$ cat src/rtl/mips_pkg.sv
// Shared encodings for the multi-cycle MIPS core: instruction fields, FSM states and ALU ops.
package mips_pkg;

  localparam logic [5:0] OpRtype = 6'h00;
  localparam logic [5:0] OpJ     = 6'h02;
  localparam logic [5:0] OpJal   = 6'h03;
  localparam logic [5:0] OpBeq   = 6'h04;
  localparam logic [5:0] OpBne   = 6'h05;
  localparam logic [5:0] OpAddi  = 6'h08;
  localparam logic [5:0] OpLw    = 6'h23;
  localparam logic [5:0] OpSw    = 6'h2B;

  localparam logic [5:0] FnAdd = 6'h20;
  localparam logic [5:0] FnSub = 6'h22;
  localparam logic [5:0] FnAnd = 6'h24;
  localparam logic [5:0] FnOr  = 6'h25;
  localparam logic [5:0] FnSlt = 6'h2A;
  localparam logic [5:0] FnSll = 6'h00;
  localparam logic [5:0] FnSrl = 6'h02;
  localparam logic [5:0] FnJr  = 6'h08;

  typedef enum logic [2:0] {
    StBoot   = 3'd0,
    StFetch  = 3'd1,
    StDecode = 3'd2,
    StExec   = 3'd3,
    StMem    = 3'd4,
    StWb     = 3'd5,
    StTrap   = 3'd6
  } state_e;

  typedef enum logic [2:0] {
    AluAdd, AluSub, AluAnd, AluOr, AluSlt, AluSll, AluSrl
  } alu_op_e;

  function automatic logic [31:0] sext16(input logic [15:0] imm);
    return {{16{imm[15]}}, imm};
  endfunction

endpackage

$ cat src/rtl/mc_alu.sv
// Combinational 32-bit ALU; shifts act on operand b by shamt.
module mc_alu
  import mips_pkg::*;
(
  input  alu_op_e     op_i,
  input  logic [31:0] a_i,
  input  logic [31:0] b_i,
  input  logic [4:0]  shamt_i,
  output logic [31:0] y_o
);

  always_comb begin
    y_o = a_i + b_i;
    unique case (op_i)
      AluAdd:  y_o = a_i + b_i;
      AluSub:  y_o = a_i - b_i;
      AluAnd:  y_o = a_i & b_i;
      AluOr:   y_o = a_i | b_i;
      AluSlt:  y_o = {31'b0, $signed(a_i) < $signed(b_i)};
      AluSll:  y_o = b_i << shamt_i;
      AluSrl:  y_o = b_i >> shamt_i;
      default: y_o = a_i + b_i;
    endcase
  end

endmodule

$ cat src/rtl/mips_multicycle.sv
// Multi-cycle MIPS core with a single req/ready memory port, jr support and a sticky trap state.
module mips_multicycle
  import mips_pkg::*;
#(
  parameter logic [31:0] RESET_PC         = 32'h0000_0000,
  parameter int unsigned ADDR_W           = 32,
  parameter bit          TRAP_ON_MISALIGN = 1'b1
) (
  input  logic              clock,
  input  logic              Reset,
  output logic              mem_req,
  output logic              mem_we,
  output logic [ADDR_W-1:0] mem_addr,
  output logic [31:0]       mem_wdata,
  input  logic              mem_ready,
  input  logic [31:0]       mem_rdata,
  output logic [31:0]       pcout,
  output logic [31:0]       instruction,
  output logic [2:0]        state_dbg,
  output logic              retired,
  output logic              trap
);

  state_e      state_q;
  logic [31:0] pc_q, ir_q, a_q, b_q, alu_out_q, mdr_q;
  logic [31:0] rf_q [32];

  logic [5:0]  opcode, funct;
  logic [4:0]  wb_dest;
  logic [31:0] imm_sext, alu_b, alu_y, jump_pc, wb_data;
  logic        legal, is_jr, is_ctrl, is_mem, misaligned;
  alu_op_e     alu_op;

  assign opcode   = ir_q[31:26];
  assign funct    = ir_q[5:0];
  assign imm_sext = sext16(ir_q[15:0]);
  assign is_jr    = (opcode == OpRtype) && (funct == FnJr);
  assign is_ctrl  = is_jr || (opcode inside {OpJ, OpJal, OpBeq, OpBne});
  assign is_mem   = (opcode == OpLw) || (opcode == OpSw);
  assign misaligned = alu_y[1:0] != 2'b00;
  assign wb_dest  = (opcode == OpRtype) ? ir_q[15:11] : ir_q[20:16];
  assign wb_data  = (opcode == OpLw) ? mdr_q : alu_out_q;

  always_comb begin
    legal = 1'b0;
    unique case (opcode)
      OpRtype: legal = funct inside {FnAdd, FnSub, FnAnd, FnOr, FnSlt, FnSll, FnSrl, FnJr};
      OpJ, OpJal, OpBeq, OpBne, OpAddi, OpLw, OpSw: legal = 1'b1;
      default: legal = 1'b0;
    endcase
  end

  always_comb begin
    alu_op = AluAdd;
    alu_b  = imm_sext;
    if (opcode == OpRtype) begin
      alu_b = b_q;
      unique case (funct)
        FnSub:   alu_op = AluSub;
        FnAnd:   alu_op = AluAnd;
        FnOr:    alu_op = AluOr;
        FnSlt:   alu_op = AluSlt;
        FnSll:   alu_op = AluSll;
        FnSrl:   alu_op = AluSrl;
        default: alu_op = AluAdd;
      endcase
    end
  end

  // alu_out_q holds the branch target computed during decode.
  always_comb begin
    jump_pc = pc_q;
    unique case (opcode)
      OpRtype:      jump_pc = a_q;
      OpJ, OpJal:   jump_pc = {pc_q[31:28], ir_q[25:0], 2'b00};
      OpBeq, OpBne: jump_pc = ((a_q == b_q) ^ (opcode == OpBne)) ? alu_out_q : pc_q;
      default:      jump_pc = pc_q;
    endcase
  end

  mc_alu u_alu (
    .op_i    (alu_op),
    .a_i     (a_q),
    .b_i     (alu_b),
    .shamt_i (ir_q[10:6]),
    .y_o     (alu_y)
  );

  always_ff @(posedge clock or negedge Reset) begin
    if (!Reset) begin
      state_q   <= StBoot;
      pc_q      <= RESET_PC;
      ir_q      <= '0;
      a_q       <= '0;
      b_q       <= '0;
      alu_out_q <= '0;
      mdr_q     <= '0;
      mem_req   <= 1'b0;
      mem_we    <= 1'b0;
      mem_addr  <= '0;
      mem_wdata <= '0;
      retired   <= 1'b0;
      trap      <= 1'b0;
      for (int i = 0; i < 32; i++) rf_q[i] <= '0;
    end else begin
      retired <= 1'b0;
      unique case (state_q)
        StBoot: begin
          state_q  <= StFetch;
          mem_req  <= 1'b1;
          mem_addr <= pc_q[ADDR_W-1:0];
        end
        StFetch: if (mem_ready) begin
          ir_q    <= mem_rdata;
          pc_q    <= pc_q + 32'd4;
          mem_req <= 1'b0;
          state_q <= StDecode;
        end
        StDecode: begin
          a_q       <= rf_q[ir_q[25:21]];
          b_q       <= rf_q[ir_q[20:16]];
          alu_out_q <= pc_q + (imm_sext << 2);
          state_q   <= legal ? StExec : StTrap;
          trap      <= !legal;
        end
        StExec: begin
          if (is_ctrl) begin
            pc_q     <= jump_pc;
            retired  <= 1'b1;
            state_q  <= StFetch;
            mem_req  <= 1'b1;
            mem_addr <= jump_pc[ADDR_W-1:0];
            if (opcode == OpJal) rf_q[31] <= pc_q;
          end else if (is_mem) begin
            alu_out_q <= alu_y;
            if (misaligned && TRAP_ON_MISALIGN) begin
              state_q <= StTrap;
              trap    <= 1'b1;
            end else begin
              mem_req   <= 1'b1;
              mem_we    <= (opcode == OpSw);
              mem_addr  <= {alu_y[ADDR_W-1:2], 2'b00};
              mem_wdata <= b_q;
              state_q   <= StMem;
            end
          end else begin
            alu_out_q <= alu_y;
            state_q   <= StWb;
          end
        end
        StMem: if (mem_ready) begin
          mem_we <= 1'b0;
          if (opcode == OpSw) begin
            // mem_req stays high: the next fetch follows back-to-back.
            retired  <= 1'b1;
            state_q  <= StFetch;
            mem_addr <= pc_q[ADDR_W-1:0];
          end else begin
            mdr_q   <= mem_rdata;
            mem_req <= 1'b0;
            state_q <= StWb;
          end
        end
        StWb: begin
          if (wb_dest != 5'd0) rf_q[wb_dest] <= wb_data;
          retired  <= 1'b1;
          state_q  <= StFetch;
          mem_req  <= 1'b1;
          mem_addr <= pc_q[ADDR_W-1:0];
        end
        StTrap: begin
          trap    <= 1'b1;
          mem_req <= 1'b0;
        end
        default: begin
          state_q <= StTrap;
          trap    <= 1'b1;
          mem_req <= 1'b0;
        end
      endcase
    end
  end

  assign pcout       = pc_q;
  assign instruction = ir_q;
  assign state_dbg   = state_q;

endmodule

$ cat config.mk
export PLATFORM = sky130hd
export DESIGN_NAME = mips_multicycle
export DESIGN_NICKNAME = d
export VERILOG_FILES = /design/src/rtl/mips_pkg.sv /design/src/rtl/mc_alu.sv /design/src/rtl/mips_multicycle.sv
export SDC_FILE = /design/constraint.sdc
export NUM_CORES = 2
export LEC_CHECK = 0
export CAP_MARGIN = 25
export CORE_MARGIN = 1.5
export CORE_UTILIZATION = 65
export CTS_BUF_LIST = sky130_fd_sc_hd__clkbuf_8
export DETAILED_ROUTE_END_ITERATION = 7
export DONT_BUFFER_PORTS = 1
export PLACE_DENSITY = 0.84
export SYNTH_ARGS = -nofsm -noshare
export SYNTH_HDL_FRONTEND = slang
export SYNTH_HIERARCHICAL = 1
export SYNTH_SLANG_ARGS = --single-unit
export TNS_END_PERCENT = 50
$ cat constraint.sdc
create_clock -name clock -period 17 [get_ports clock]
set_input_delay 4.25 -clock clock [delete_from_list [all_inputs] [get_ports clock]]
set_output_delay 4.25 -clock clock [all_outputs]
set_load 0.02 [all_outputs]
==> results_dict.tcl <==
set metrics [dict create \
    critPathLaunchType "input port" \
    synth_common_cells "dfrtp_1, nand2_1, nor2_1" \
    synth_top_area_share_pct 42.6 \
    grt_pass1_vias 62800 \
    peakVddDrop_v 0.000145 \
    drc 8 \
    die_area_mm2 0.118 \
    num_vias 64400 \
    nets 7064 \
    worst_slew_pin_slew_ns 1.30 \
    slew_violations 0 \
    finalHoldViolCount 0 \
    cts-root-buf "clkbuf_8" \
    crit_type "input port to async pin" \
    grt_max_degree 299 \
    power.density_mw_per_mm2 216 \
    syn_avg_cell_area_um2 10.5 \
    grt.overflow.total 0 \
    die_x_um 344 \
    layout.cells.non_filler 8595 \
    gp_congestion 1.08 \
    placed_area_mm2 0.0765 \
    yosysUniqueCellTypes 99 \
    fmaxAchievable_mhz 123 \
    wire_per_inst_um 32.6 \
    setup_viol 0 \
    combPwrFrac_pct 51.9 \
    core_area_mm2 0.115 \
    numCtsBuffers 200 \
    place_inst 8205 \
    hold_buffers 0 \
    required_ns 17.96 \
    synthCells 7197 \
    pwr-share-seq_pct 31.8 \
    power.switching_mw 8.22 \
    worstPathMaxFanout 222 \
    rsz0062_at_grt "no" \
    synth-seq-area-share_pct 42.6 \
    setup_tns_ns 0 \
    clk_pin_slew_ns 0.07 \
    cts_htree_levels 4 \
    relSlewSlack_pct 13.4 \
    grt_usage_pct 47.7 \
    insertion_delay_ns 0.98 \
    wl_met2_um 122000 \
    clockBufferDepth 3 \
    drv_cap 0 \
    pin_count 170 \
    viasPerCell 7.49 \
    critPathCaptureType "async pin" \
    pwr-share-clk_pct 16.3 \
    violations "design-rule violations" \
    synth_flop_cell "dfrtp_1" \
    hold_path.class "register to register" \
    ant_nets 0 \
    dp_hpwl_um 179000 \
    drt_wl_total_um 281000 \
    post_cts_buffers 0 \
    outcome "finished, violations left" \
    syn2layout_area_growth_pct 7.31 \
    synth_area_leaders "dfrtp_1, mux4_2, a21oi_1, o21ai_0, nand2_1" \
    yosysTopAreaCell "dfrtp_1" \
    async_flop_share_pct 100 \
    die_y_um 344 \
    initial_core_util_pct 65.8 \
    final_area_mm2 0.0811 \
    cts_resized 0 \
    yosys_warnings 6 \
    p_leak_nw 34.8 \
    layout_min_cycle_time_ns 8.12 \
    worstPathArrival_ns 9.08 \
    synth_edf_count 0 \
    io_buffers 0 \
    netlist_area_mm2 0.0756 \
    top_layer "met5" \
    grt_pass1_wl_um 410000 \
    cts_sinks 1287 \
    drtIter0Drc 10400 \
    met1_length_um 94200 \
    p_int_mw 9.28 \
    fin_worst_skew_ns 0.0417 \
    drtPass1Iterations 8 \
    synth_most_common_cell "dfrtp_1" \
    syn-num-nets 7361 \
    row_count 124 \
    layout-drive-gt1-share_pct 20.2 \
    ys_ff_latch 1287 \
    switching_share_pct 47.0 \
    post-route-period-util_pct 47.8 \
    route.met3.wl_um 41000 \
    antenna_found_initial 22 \
    cts_tree "yes" \
]
## cell usage in the layout, fill, tap and decap left out, types with 26 or more instances in the layout
cell      synthesis  layout
dfrtp_1        1287    1273
nand2_1         913     896
a21oi_1         744     744
nor2_1          748     730
o21ai_0         695     695
mux4_2          691     691
clkbuf_8         17     264
buf_4             7     176
inv_1           119     167
mux2i_1         176     144
ha_1            126     126
mux2_2           75      75
nand3_1          62      61
nor3_1           59      56
a21o_1           54      54
nor2b_1          54      54
o211ai_1         49      49
a31oi_1          49      49
a211oi_1         47      47
xor2_1           43      43
and3_1           39      39
clkinv_2          0      38
a221oi_1         35      35
o22ai_1          34      34
mux2i_2           0      32
nand2b_1         26      26
## power groups by stage
stage,Sequential [mW],Clock (mW),Combinational (mW)
6_report,5.57,2.86,9.07
5_1_grt,5.63,2.99,9.50
4_1_cts,5.46,2.85,8.75
3_5_place_dp,5.50,0,8.69
3_3_place_gp,5.38,0,8.51
2_1_floorplan,4.89,0,6.26
## final timing paths
path	startpoint	end	slack [ns]	cells after the start
max	Reset	rf_q[883]$_DFFE_PN0P_	8.88	7
min	rf_q[997]$_DFFE_PN0P_	rf_q[997]$_DFFE_PN0P_	0.40	0
max reg2reg	instruction[28]$_DFFE_PN0P_	mem_addr[14]$_DFFE_PN0P_	9.57	20
min reg2reg	rf_q[997]$_DFFE_PN0P_	rf_q[997]$_DFFE_PN0P_	0.40	0
max in group clock	instruction[28]$_DFFE_PN0P_	mem_addr[14]$_DFFE_PN0P_	9.57	20
min in group asynchronous	Reset	mem_wdata[5]$_DFFE_PN0P_	3.00	0
## flip-flops by register name, indices dropped and copies added (netlist names)
signal       count
a_q             32
trap             1
instruction     32
mem_req          1
retired          1
mdr_q           32
alu_out_q       32
rf_q          1024
mem_addr        32
state_dbg        3
mem_we           1
b_q             32
pcout           32
mem_wdata       32
## critical path, cell delays in order
cell and delay [ns]:
buf_16 0.39, buf_16 0.57, buf_16 0.45, buf_16 0.58, buf_16 0.72, buf_16 0.47
buf_16 0.60
## cells by family after synthesis
| group | Yosys count | share of synthesized area [%] |
|---|---|---|
| AND/OR/NAND/NOR | 2029 | 11.2 |
| AO/OA/AOI/OAI | 1931 | 14.7 |
| flip-flops | 1287 | 42.6 |
| multiplexers | 942 | 24.0 |
| buffers and inverters | 813 | 4.46 |
| adder cells (fa/ha/maj) | 129 | 2.17 |
| XOR/XNOR | 66 | 0.775 |
## layout make-up
class                           count  area (um2)
Tap cell                         1512        1890
Timing Repair Buffer              191        1650
Clock inverter                    109         793
Antenna cell                       12        30.0
Multi-Input combinational cell   5097       40400
Clock buffer                      264        3630
Fill cell                        7763       33700
Sequential cell                  1287       32200
Inverter                          123         462
## through the flow
step           total power, mW  util (%)  worst slack, ns  hold slack, ns
2_1_floorplan             11.2         -            10.84           0.441
3_3_place_gp              13.9      66.6             8.23           0.376
3_5_place_dp              14.2      66.6             8.25           0.384
4_1_cts                   17.1      70.5             9.17           0.397
5_1_grt                   18.1      70.6             8.25           0.407
6_report                  17.5      70.6             8.88           0.398
## per-layer routing
layer / track usage [%] / up-vias
met5: 0 / -
met1: 59.8 / 31700
met2: 68.7 / 5558
li1: - / 25800
met3: 18.1 / 1347
met4: 33.1 / 14
Note: power is estimated with default switching activity, not from simulation.
